[config.mk]
export PLATFORM = sky130hd
export DESIGN_NAME = spi_bit_receiver
export DESIGN_NICKNAME = d
export VERILOG_FILES = /design/src/rtl/spi_bit_receiver.sv
export SDC_FILE = /design/constraint.sdc
export NUM_CORES = 1
export LEC_CHECK = 0
export ABC_CLOCK_PERIOD_IN_PS = 2500
export BUFFER_PORTS_ARGS = -buffer_cell sky130_fd_sc_hd__buf_2
export CAP_MARGIN = 20
export CORE_MARGIN = 5
export CORE_UTILIZATION = 45
export DETAILED_ROUTE_END_ITERATION = 8
export PLACE_DENSITY = 0.67
export SLEW_MARGIN = 20
export SYNTH_ARGS = -nofsm -noshare
export SYNTH_HDL_FRONTEND = slang
export SYNTH_SLANG_ARGS = --single-unit
[constraint.sdc]
create_clock -name clk -period 2.5 [get_ports clk]
set_clock_uncertainty 0.05 [all_clocks]
set_input_delay 0.5 -clock clk [delete_from_list [all_inputs] [get_ports clk]]
set_output_delay 0.5 -clock clk [all_outputs]
set_load 0.02 [all_outputs]
[src/rtl/spi_bit_receiver.sv]
// SPI mode-0 front end: synchronises sclk/mosi/cs_n into clk and produces
// per-bit strobes, frame-start clears, word-boundary strobes and frame status.
module spi_bit_receiver #(
    parameter int WORD_WIDTH   = 32,
    parameter int SYNC_STAGES  = 2,
    parameter int WCOUNT_WIDTH = 16
) (
    input  logic                    clk,
    input  logic                    rst,
    input  logic                    sclk,
    input  logic                    mosi,
    input  logic                    cs_n,
    output logic                    bit_out,
    output logic                    bit_enable,
    output logic                    sipo_clear,
    output logic                    word_boundary,
    output logic                    frame_active,
    output logic                    frame_done,
    output logic                    frame_error,
    output logic [7:0]              bit_count,
    output logic [WCOUNT_WIDTH-1:0] word_count
);

    typedef enum logic [1:0] {IDLE, ACTIVE, CLOSE} state_t;

    state_t                 r_state, w_next;
    logic [SYNC_STAGES-1:0] r_sclk_sync, r_mosi_sync, r_cs_sync, r_sync_vld;
    logic                   r_sclk_d, r_cs_d;
    logic                   w_sclk_s, w_mosi_s, w_cs_s;
    logic                   w_rise, w_cs_fall;

    assign w_sclk_s  = r_sclk_sync[SYNC_STAGES-1];
    assign w_mosi_s  = r_mosi_sync[SYNC_STAGES-1];
    assign w_cs_s    = r_cs_sync[SYNC_STAGES-1];
    assign w_rise    = w_sclk_s & ~r_sclk_d;
    assign w_cs_fall = ~w_cs_s & r_cs_d;

    always_ff @(posedge clk or posedge rst) begin
        if (rst) begin
            r_sclk_sync <= '0;
            r_mosi_sync <= '0;
            r_cs_sync   <= '1;
            r_sync_vld  <= '0;
            r_sclk_d    <= 1'b0;
            r_cs_d      <= 1'b0;
        end else begin
            r_sclk_sync <= {r_sclk_sync[SYNC_STAGES-2:0], sclk};
            r_mosi_sync <= {r_mosi_sync[SYNC_STAGES-2:0], mosi};
            r_cs_sync   <= {r_cs_sync[SYNC_STAGES-2:0], cs_n};
            r_sync_vld  <= {r_sync_vld[SYNC_STAGES-2:0], 1'b1};
            r_sclk_d    <= w_sclk_s;
            // cs_d only tracks cs_s once the chain holds real samples, so a
            // cs_n already low at reset release never looks like a fall.
            r_cs_d      <= r_sync_vld[SYNC_STAGES-1] ? w_cs_s : 1'b0;
        end
    end

    always_ff @(posedge clk or posedge rst) begin
        if (rst) r_state <= IDLE;
        else     r_state <= w_next;
    end

    always_comb begin
        w_next = r_state;
        case (r_state)
            IDLE:    if (w_cs_fall) w_next = ACTIVE;
            ACTIVE:  if (w_cs_s)    w_next = CLOSE;
            CLOSE:                  w_next = IDLE;
            default:                w_next = IDLE;
        endcase
    end

    assign frame_active = (r_state == ACTIVE);

    always_ff @(posedge clk or posedge rst) begin
        if (rst) begin
            bit_out       <= 1'b0;
            bit_enable    <= 1'b0;
            sipo_clear    <= 1'b0;
            word_boundary <= 1'b0;
            frame_done    <= 1'b0;
            frame_error   <= 1'b0;
            bit_count     <= '0;
            word_count    <= '0;
        end else begin
            bit_enable    <= 1'b0;
            sipo_clear    <= 1'b0;
            word_boundary <= 1'b0;
            frame_done    <= 1'b0;
            case (r_state)
                IDLE: if (w_cs_fall) begin
                    sipo_clear  <= 1'b1;
                    bit_count   <= '0;
                    word_count  <= '0;
                    frame_error <= 1'b0;
                end
                // cs going high wins over a coincident sclk rise
                ACTIVE: if (!w_cs_s && w_rise) begin
                    bit_enable <= 1'b1;
                    bit_out    <= w_mosi_s;
                    if (bit_count == 8'(WORD_WIDTH-1)) begin
                        bit_count     <= '0;
                        word_boundary <= 1'b1;
                        if (word_count != '1) word_count <= word_count + 1'b1;
                    end else begin
                        bit_count <= bit_count + 8'd1;
                    end
                end
                CLOSE: begin
                    frame_done  <= 1'b1;
                    frame_error <= (bit_count != 8'd0);
                end
                default: ;
            endcase
        end
    end

endmodule

==> results.md <==
* Worst-skew pair later-pin latency at 0.29 ns
* Mapped Area at 1960 um^2
* Ant. Diodes at 0
* Pre-antenna DRT Iters at 4
* Critical path type: reg2reg
* Post-Synth XOR/XNOR Area at 0.0179
* Final Max Slew Viols at 0
* Share of layout cells above drive strength 1 at 0.274
* CTS H-tree depth at 2
* DIE WIDTH at 75.9 um
* Vias in the first global route at 1506
* Grt ovf at 0
* Period Utilization, post-route at 0.828
* Post-synth EDFFs at 0
* Cts hold-fix bufs at 0
* Final Wtd Congestion at 0.830
* Hold Fails Final Rpt at 0
* Main synth FF type: dfrtp_1
* Final Critical Period at 2.07 ns
* Routed Antenna Nets at 0
* Startpoint Class: flop
* Seq cells post-synth at 42
* Max_cap viols at 0
* Port Buf Inserts at 35
* Clock Path Buffers at 2
* Mux contribution to synthesized area at 0.0102
* Worst VDD drop at 0.000384 V
* Nets@finish at 241
* Mapped Nets at 197
* Wirelength per Cell at 14.7 um
* Number of gates resized after cts at 0
* LEAKAGE at 1.12 nW
* TritonCTS buffer count at 5
* Synthesized area per cell at 10.4 um^2
* Post-Synth Adder-Cell Area at 0.0192
* Synth Area in Simple Gates at 0.221
* Number of library cell types mapped by synthesis at 45
* Row Count at 24
* Main combinational cell family by area after synthesis: simple AND/OR/NAND/NOR gates
* Worst-Margin Slew at 0.518 ns
* Die ar. at 5770 um^2
* Starting density of the core at 0.456
* Vias after detailed routing at 1577
* F_max at 483 MHz
* Setup_tns at 0 ns
* DRC at 0
* Largest net degree at the start of global routing at 43
* Setup-failing EPs final at 0
* 1st-iter DRT viols at 91
* Post-Syn Instances at 189
* Total chip power at 1.44 mW
* Critical Path RT at 2.67 ns
* Nature of the critical path endpoint: flop
* CTS tree: built
* Register area share after synthesis at 0.538
* PD cells at 622 nW/um^2
* Core box area at 4290 um^2
* Top Ports at 36
* Worst EP arrival at 2.24 ns
* Die height at 75.9 um
* Post-Layout Cell Count at 286
* Antenna violations before repair at 0
* Warnings, synthesis at 0
* Tot GR Track Use at 0.153
* First-pass GRT wire length at 7.29 mm
* Worst hold path type: in2reg
* CTS root buffer: clkbuf_8
* Vias/cell at 5.51
* Status: completed
* Clock Sinks at 42
* Wirelength, routed at 4.20 mm
* Worst-path fanout max at 7
* Relative max-transition margin at 0.654
* Compound-Gate Fraction of Synth Area at 0.160
* Dpl hpwl at 2.99 mm
* RSZ-0062 raised after global routing: false
* Placed Cells at 278
* Async S/R FF share, synth at 1.00
* Area delta synth->final at 18.5%
* # Post-CTS Setup Buffers at 0
* CTS clk-pin slew, worst paths at 0.08 ns
==> layout make-up <==
type	count	area, um^2
clock buffers	5	68.8
clock inverters	3	40.0
fillers	400	1980
inverters	8	30.0
multi-input cells	135	841
flip-flops and latches	42	1050
well taps	52	65.1
repair buffers	41	220
==> metrics by stage <==
step,hold slack (ns),cell area (um^2),setup WS [ns],utilization
2_1_floorplan,0.281,1960,0.494,-
3_3_place_gp,0.284,2210,0.497,0.515
3_5_place_dp,0.295,2210,0.443,0.515
4_1_cts,0.249,2320,0.415,0.540
5_1_grt,0.242,2320,0.284,0.540
6_report,0.255,2320,0.429,0.540
==> power by group <==
part           internal [mW]  switching [mW]  total, mW
clock                  0.294           0.228      0.521
combinational         0.0684           0.115      0.183
sequential             0.713          0.0239      0.737
total                   1.08           0.366       1.44
==> layout by cell type (no fill, tap or decap), types with 2 or more instances in the layout <==
master / instances
dfrtp_1: 40
buf_2: 35
nand2_1: 24
o21ai_0: 18
nor2_1: 12
nand3_1: 10
inv_1: 8
a21oi_1: 8
a31oi_1: 7
buf_4: 6
clkbuf_8: 5
xnor2_1: 4
nor3_1: 4
a41oi_1: 4
nand4_1: 3
and3_1: 3
and4_1: 3
and2_1: 3
ha_1: 3
nand2b_1: 2
o31ai_1: 2
and4_2: 2
mux2i_1: 2
clkinv_2: 2
dfstp_2: 2
==> worst paths after layout <==
| check | startpoint | endpoint | slack (ns) | depth (start not counted) |
|---|---|---|---|---|
| worst min-delay path | cs_n | r_cs_sync[0] | 0.25 | 1 |
| max in group asynchronous | rst | r_cs_sync[0] | 1.75 | 3 |
| min in group asynchronous | rst | word_count[3] | 0.28 | 3 |
| worst max register to register | bit_count[5] | word_count[1] | 0.43 | 5 |
| worst max-delay path | bit_count[5] | word_count[1] | 0.43 | 5 |
| worst min register to register | r_cs_sync[0] | r_cs_sync[1] | 0.31 | 0 |
==> cells by family after synthesis <==
kind of cell | count (synthesis)
muxes | 2
DFF | 42
xor gates and xnor gates | 4
other | 1
AOI/OAI and AO/OA | 47
buffers and inverters | 12
adders and majority gates | 3
and+or+nand+nor | 78
==> metal layers <==
| layer | global-route usage | wire length (um) | up-vias | part of all wire |
|---|---|---|---|---|
| met3 | 0.0403 | 179 | 10 | 0.043 |
| met1 | 0.204 | 1930 | 763 | 0.46 |
| met5 | 0 | 0 | - | 0 |
| met2 | 0.236 | 2000 | 34 | 0.48 |
| li1 | - | - | 770 | - |
| met4 | 0.0641 | 87 | 0 | 0.021 |
==> critical path, cell delays in order, from the launching register on <==
cell and delay, ns:
dfrtp_1 0.44, or3_4 0.44, or2_4 0.29, a21o_4 0.25, a41oi_4 0.31, mux2i_1 0.22
==> flip-flops by register name, indices dropped and copies added (netlist names), 2 cells and up <==
signal / flops
bit_count: 8
r_cs_sync: 2
r_mosi_sync: 2
r_sclk_sync: 2
r_state: 2
r_sync_vld: 2
word_count: 16
==> synth_stat cells (2+ instances only) <==
master / number / area (um^2)
a21oi_1: 8 / 40.0
a31oi_1: 7 / 43.8
ha_1: 3 / 37.5
and2_1: 3 / 18.8
and4_2: 2 / 20.0
o31ai_1: 2 / 15.0
nand4_1: 3 / 18.8
mux2i_1: 2 / 20.0
xnor2_1: 4 / 35.0
and4_1: 3 / 26.3
nor2_1: 12 / 45.0
o21ai_0: 18 / 90.1
nand3_1: 10 / 50.1
dfrtp_1: 40 / 1000
dfstp_2: 2 / 52.6
nand2_1: 24 / 90.1
a41oi_1: 4 / 35.0
clkbuf_1: 2 / 7.51
inv_1: 8 / 30.0
nand2b_1: 2 / 12.5
and3_1: 3 / 18.8
nor3_1: 4 / 20.0
(Power assumes the default switching activity.)
